### src/rtl/mips_mem_loader.sv
// -----------------------------------------------------------------------------
// mips_mem_loader
//   Boot-time loader for PipelinedMIPS. Parses a framed byte stream, assembles
//   big-endian 32-bit words and writes them into InstrMem or DataMem. The core
//   is held in reset (core_rstb=0) until an END header has been accepted.
//
//   Frame : HDR, CNT_HI, CNT_LO, ADDR_HI, ADDR_LO, CNT x {B3,B2,B1,B0} [, CSUM]
//   END   : the single byte HDR_END
//
//   Optional feature macro: MIPS_LOADER_CSUM_EN
//     defined   - every section frame ends with an XOR checksum of its data
//                 bytes; a mismatch is a sticky error.
//     undefined - no checksum byte; DATA returns to IDLE after the last write.
//
// Ports
//   clk        in   1       system clock, rising edge
//   rst        in   1       asynchronous reset, active-high
//   rx_valid   in   1       rx_data holds a byte
//   rx_ready   out  1       byte accepted when rx_valid & rx_ready
//   rx_data    in   8       stream byte
//   imem_we    out  1       one-cycle write strobe to InstrMem
//   dmem_we    out  1       one-cycle write strobe to DataMem
//   mem_addr   out  ADDR_W  word address for the active strobe
//   mem_wdata  out  32      word for the active strobe
//   core_rstb  out  1       active-low core reset, released once DONE
//   done       out  1       image fully loaded
//   err        out  1       framing / checksum error (sticky)
// -----------------------------------------------------------------------------
module mips_mem_loader #(
   parameter int          ADDR_W   = 10,
   parameter logic [7:0]  HDR_IMEM = 8'hA5,
   parameter logic [7:0]  HDR_DMEM = 8'h5A,
   parameter logic [7:0]  HDR_END  = 8'hFF
) (
   input  logic              clk,
   input  logic              rst,
   input  logic              rx_valid,
   output logic              rx_ready,
   input  logic [7:0]        rx_data,
   output logic              imem_we,
   output logic              dmem_we,
   output logic [ADDR_W-1:0] mem_addr,
   output logic [31:0]       mem_wdata,
   output logic              core_rstb,
   output logic              done,
   output logic              err
);

   typedef enum logic [3:0] {
      S_IDLE, S_CNT_HI, S_CNT_LO, S_ADR_HI, S_ADR_LO, S_DATA, S_DONE, S_ERROR
`ifdef MIPS_LOADER_CSUM_EN
      , S_CSUM
`endif
   } state_t;

   state_t            r_state;
   state_t            w_next_state;
   state_t            w_after_data;   // where a section goes once its data is done

   logic [15:0]       r_cnt;          // words still to be written
   logic [ADDR_W-1:0] r_addr;         // address of the word being assembled
   logic [7:0]        r_addr_hi;
   logic [23:0]       r_shift;        // first three bytes of the current word
   logic [1:0]        r_byte_idx;
   logic              r_sel_imem;     // 1: section targets InstrMem
`ifdef MIPS_LOADER_CSUM_EN
   logic [7:0]        r_csum;
`endif

   logic              w_xfer;
   logic              w_word_done;
   logic              w_imem_we_d;
   logic              w_dmem_we_d;
   logic              w_ready_d;
   logic              w_done_d;
   logic              w_err_d;

   assign w_xfer = rx_valid & rx_ready;

`ifdef MIPS_LOADER_CSUM_EN
   assign w_after_data = S_CSUM;
`else
   assign w_after_data = S_IDLE;
`endif

   // State register
   // NOTE: sequential state uses non-blocking assignments so every register
   // samples pre-edge values and simulation matches the synthesized flops.
   always_ff @(posedge clk or posedge rst) begin
      if (rst) r_state <= S_IDLE;
      else     r_state <= w_next_state;
   end

   // Next-state logic
   // NOTE: the default assignment at the top keeps this block free of latches.
   always_comb begin
      w_next_state = r_state;
      case (r_state)
         S_IDLE: if (w_xfer) begin
            if (rx_data == HDR_IMEM || rx_data == HDR_DMEM) w_next_state = S_CNT_HI;
            else if (rx_data == HDR_END)                    w_next_state = S_DONE;
            else                                            w_next_state = S_ERROR;
         end
         S_CNT_HI: if (w_xfer) w_next_state = S_CNT_LO;
         S_CNT_LO: if (w_xfer) w_next_state = S_ADR_HI;
         S_ADR_HI: if (w_xfer) w_next_state = S_ADR_LO;
         S_ADR_LO: if (w_xfer) w_next_state = (r_cnt == 16'd0) ? w_after_data : S_DATA;
         S_DATA:   if (w_xfer && r_byte_idx == 2'd3 && r_cnt == 16'd1)
                      w_next_state = w_after_data;
`ifdef MIPS_LOADER_CSUM_EN
         S_CSUM:   if (w_xfer) w_next_state = (rx_data == r_csum) ? S_IDLE : S_ERROR;
`endif
         default:  w_next_state = r_state;   // DONE and ERROR are terminal
      endcase
   end

   // Output decode: next values of the registered outputs
   always_comb begin
      w_word_done = (r_state == S_DATA) && w_xfer && (r_byte_idx == 2'd3);
      w_imem_we_d = w_word_done &  r_sel_imem;
      w_dmem_we_d = w_word_done & ~r_sel_imem;
      w_done_d    = (w_next_state == S_DONE);
      w_err_d     = (w_next_state == S_ERROR);
      w_ready_d   = ~w_done_d & ~w_err_d;
   end

   // Output registers and datapath
   always_ff @(posedge clk or posedge rst) begin
      if (rst) begin
         rx_ready   <= 1'b0;
         imem_we    <= 1'b0;
         dmem_we    <= 1'b0;
         mem_addr   <= '0;
         mem_wdata  <= '0;
         core_rstb  <= 1'b0;
         done       <= 1'b0;
         err        <= 1'b0;
         r_cnt      <= '0;
         r_addr     <= '0;
         r_addr_hi  <= '0;
         r_shift    <= '0;
         r_byte_idx <= '0;
         r_sel_imem <= 1'b0;
`ifdef MIPS_LOADER_CSUM_EN
         r_csum     <= '0;
`endif
      end else begin
         rx_ready  <= w_ready_d;
         imem_we   <= w_imem_we_d;
         dmem_we   <= w_dmem_we_d;
         done      <= w_done_d;
         core_rstb <= w_done_d;
         err       <= w_err_d;

         // Completed word: present it with its address, then step the section
         if (w_word_done) begin
            mem_addr  <= r_addr;
            mem_wdata <= {r_shift, rx_data};
            r_addr    <= r_addr + ADDR_W'(1);   // wraps modulo 2^ADDR_W
            r_cnt     <= r_cnt - 16'd1;
         end

         if (w_xfer) begin
            case (r_state)
               S_IDLE: begin
                  r_sel_imem <= (rx_data == HDR_IMEM);
                  r_byte_idx <= 2'd0;
`ifdef MIPS_LOADER_CSUM_EN
                  r_csum     <= 8'd0;
`endif
               end
               S_CNT_HI: r_cnt[15:8] <= rx_data;
               S_CNT_LO: r_cnt[7:0]  <= rx_data;
               S_ADR_HI: r_addr_hi   <= rx_data;
               // The 16-bit address field is truncated to the memory width
               S_ADR_LO: r_addr      <= ADDR_W'({r_addr_hi, rx_data});
               S_DATA: begin
                  r_shift    <= {r_shift[15:0], rx_data};
                  r_byte_idx <= r_byte_idx + 2'd1;
`ifdef MIPS_LOADER_CSUM_EN
                  r_csum     <= r_csum ^ rx_data;
`endif
               end
               default: ;
            endcase
         end
      end
   end

endmodule

### config.mk
export PLATFORM = sky130hd
export DESIGN_NAME = mips_mem_loader
export DESIGN_NICKNAME = d
export VERILOG_FILES = /design/src/rtl/mips_mem_loader.sv
export SDC_FILE = /design/constraint.sdc
export NUM_CORES = 1
export LEC_CHECK = 0
export BUFFER_PORTS_ARGS = -buffer_cell sky130_fd_sc_hd__buf_2
export CAP_MARGIN = 40
export CORE_MARGIN = 4
export CORE_UTILIZATION = 28
export DETAILED_ROUTE_END_ITERATION = 10
export SLEW_MARGIN = 30
export SYNTH_ARGS = -nofsm -noshare
export SYNTH_HDL_FRONTEND = slang
export SYNTH_SLANG_ARGS = --single-unit
### constraint.sdc
create_clock -name clk -period 4.65 [get_ports clk]
set_input_delay 0.93 -clock clk [delete_from_list [all_inputs] [get_ports clk]]
set_output_delay 0.93 -clock clk [all_outputs]
set_load 0.02 [all_outputs]
==> flow_summary.json <==
{
  "max_slew_margin_pct": 52.34,
  "number_of_antenna_violations_at_the_first_check_in_global_routing": 0,
  "die_area_um2": 18820,
  "synth.top_cells.by_area": "sky130_fd_sc_hd__dfrtp_1 (57%), sky130_fd_sc_hd__mux2_2 (13%), sky130_fd_sc_hd__nand2_1 (4.9%), sky130_fd_sc_hd__nor2_1 (2.7%), sky130_fd_sc_hd__a21oi_1 (2.7%)",
  "path_cells": "buf_2 > and3b_1 > nand3_1 > a31oi_1 > o32a_1 > nor4b_1",
  "synth_edf_count": 0,
  "leakagePower_nw": 2.806,
  "globalRouteOverflowTotal": 0,
  "postSynthAreaPerCell_um2": 11.56,
  "cp-end-kind": "register",
  "sum_neg_setup_slack_ns": 0,
  "fin_total_pwr_mw": 1.749,
  "synth.ff_latch_count": 106,
  "finalCritPeriodShare_pct": 53.60,
  "number_of_drc_violations_after_detailed_routing": 0,
  "synthFlopType": "sky130_fd_sc_hd__dfrtp_1",
  "timing.clock.skew_ns": 0.007316,
  "placementRows": 46,
  "drive_gt1_share_pct": 31.91,
  "wl_per_cell_um": 15.24,
  "mappedNetlistNets": 420,
  "clock_tree.htree_level_count": 3,
  "holdCritPathClass": "register to register",
  "period_needed_ns": 2.492,
  "synth.largest_area_cell": "sky130_fd_sc_hd__dfrtp_1",
  "drv_cap": 0,
  "synth_largest_type_area_fraction_pct": 56.78,
  "die_x_um": 137.2,
  "synthToLayoutAreaGrowth_pct": 18.67,
  "post_cts_resize_count": 0,
  "post-cts-setup-buffers": 0,
  "drt.antenna.violating_nets": 0,
  "cts.clk_slew.worst_paths_ns": 0.07,
  "clockBufferDepth": 2,
  "cp.arrival_ns": 2.72,
  "cpPeakStageDelay_ns": 0.53,
  "vdd_drop_max_mv": 0.1634,
  "total_wirelength_um": 10410,
  "synth_sequential_area_ratio_pct": 56.78,
  "netlist-cell-type-count": 44,
  "synth-warning-count": 0,
  "io_pins": 59,
  "final_net_count": 478,
  "cts_tree": "built",
  "hpwl_um": 7312,
  "instances_no_fill": 683,
  "rsz0062_at_grt": "false",
  "core_area_um2": 16120,
  "gp_routability_congestion": 0.8187,
  "fmax_ghz": 0.4012,
  "dp.cells": 667,
  "critical_path.startpoint_type": "primary input",
  "dr_total_vias": 3202,
  "grt_use_total_pct": 11.77,
  "dr.pass1.iters": 4,
  "synthMostInstantiatedCell": "sky130_fd_sc_hd__dfrtp_1",
  "synth_area_um2": 4672,
  "first_global_vias": 3350,
  "hold_viol": 0,
  "crit_type": "primary input to register",
  "worstMarginPinSlew_ns": 0.7130,
  "place.port_buffers": 58,
  "critPathSlowestCell": "sky130_fd_sc_hd__nand3_1",
  "cts_num_sinks": 106,
  "timing_max_transition_violations_final": 0,
  "synth_cells": 404,
  "power.density_nw_per_um2": 315.4,
  "required_ns": 4.88,
  "synth_common_cells": "sky130_fd_sc_hd__dfrtp_1 (106), sky130_fd_sc_hd__nand2_1 (61), sky130_fd_sc_hd__mux2_2 (53)",
  "cts_hold_buf": 0,
  "drtIter0Drc": 162,
  "hold-worst-slack_ns": 0.4474,
  "insertedDiodeCount": 0,
  "share_of_synthesized_flip_flops_with_an_asynchronous_set_or_reset_pct": 100.0,
  "outcome": "complete, no violations",
  "critical_path.max_fanout": 21,
  "cts_made_buffers": 9,
  "detail_route.vias_per_cell": 4.688,
  "ctsRootBufferMaster": "sky130_fd_sc_hd__clkbuf_16",
  "grt_max_degree": 49,
  "die_h_um": 137.2,
  "grt_first_pass_wirelength_um": 17500,
  "start_util_pct": 28.99,
  "clk_latency_ns": 0.35,
  "finalSetupViolCount": 0
}
path summary, 6_finish.rpt:
path,depth (start not counted),slack (ns),from,endpoint
setup / recovery,6,2.16,rx_valid,err
hold / removal,1,0.45,r_sel_imem,dmem_we
setup reg to reg,5,2.32,r_state[0],err
hold reg to reg,1,0.45,r_sel_imem,dmem_we
max in group asynchronous,4,3.08,rst,mem_wdata[14]
min in group asynchronous,2,0.59,rst,mem_addr[9]
report_power, final:
part	internal (mW)	switching, mW	leakage, nW
Combinational	0.00685	0.0315	1.19
Sequential	0.921	0	1.47
Clock	0.441	0.348	0.153
through the flow:
| step | instance area [um^2] | worst slack [ns] | util [%] |
|---|---|---|---|
| detailed placement | 5234 | 1.836 | 32.48 |
| CTS | 5544 | 2.152 | 34.40 |
| finish | 5544 | 2.158 | 34.40 |
| global placement | 5201 | 1.836 | 32.27 |
| floorplan | 4672 | 0.9311 | - |
| global route | 5544 | 1.988 | 34.40 |
critical path: cells and delay by family:
kind	cells	cell delay (ns)
compound gates	2	0.59
buf+inv	1	0.14
simple gates	3	1.05
area by class of cell:
class / count / area, um^2
tap: 216 / 270.3
inverter: 7 / 28.78
timing repair buffer: 63 / 347.8
clock buffer: 11 / 242.7
clock inverter: 5 / 67.56
fill: 1657 / 10570
sequential: 106 / 2653
multi-input combinational: 275 / 1934
registers in the layout, indices dropped and copies added, names as in the netlist, 2 cells and up:
name        count
mem_addr       10
mem_wdata      32
r_addr         10
r_addr_hi       2
r_byte_idx      2
r_cnt          16
r_shift        24
r_state         4
layer usage:
metal,vias up,part of all wire (%),track usage [%]
met5,-,0,0
met4,0,1.8,3.548
met3,18,4.6,2.776
met2,87,49,19.73
met1,1575,44,15.12
li1,1522,-,-
cells by family (layout without fill, tap and decap cells):
| group | Yosys count | in the layout | synth area share (%) |
|---|---|---|---|
| XOR/XNOR | 20 | 20 | 3.749 |
| multiplexers | 54 | 54 | 12.99 |
| AO/OA/AOI/OAI | 45 | 45 | 5.517 |
| AND/OR/NAND/NOR | 151 | 151 | 17.43 |
| adder cells (fa/ha/maj) | 5 | 5 | 1.339 |
| buffers and inverters | 23 | 86 | 2.196 |
| flip-flops | 106 | 106 | 56.78 |
layout by cell type (no fill, tap or decap), drive strengths merged, types with 2 or more instances in the layout:
master  instances
dfrtp         106
buf            63
nand2          61
mux2           53
nor2           34
a21oi          25
xor2           13
clkbuf         11
inv            10
a31oi           8
nand3           8
nand4           7
xnor2           7
nor4            7
nor3            6
ha              5
or4             5
o31ai           4
o21ai           4
or2             3
nand3b          3
and3            3
or3             3
and4bb          2
nand2b          2
nand4b          2
Note: power is estimated with default switching activity, not from simulation.
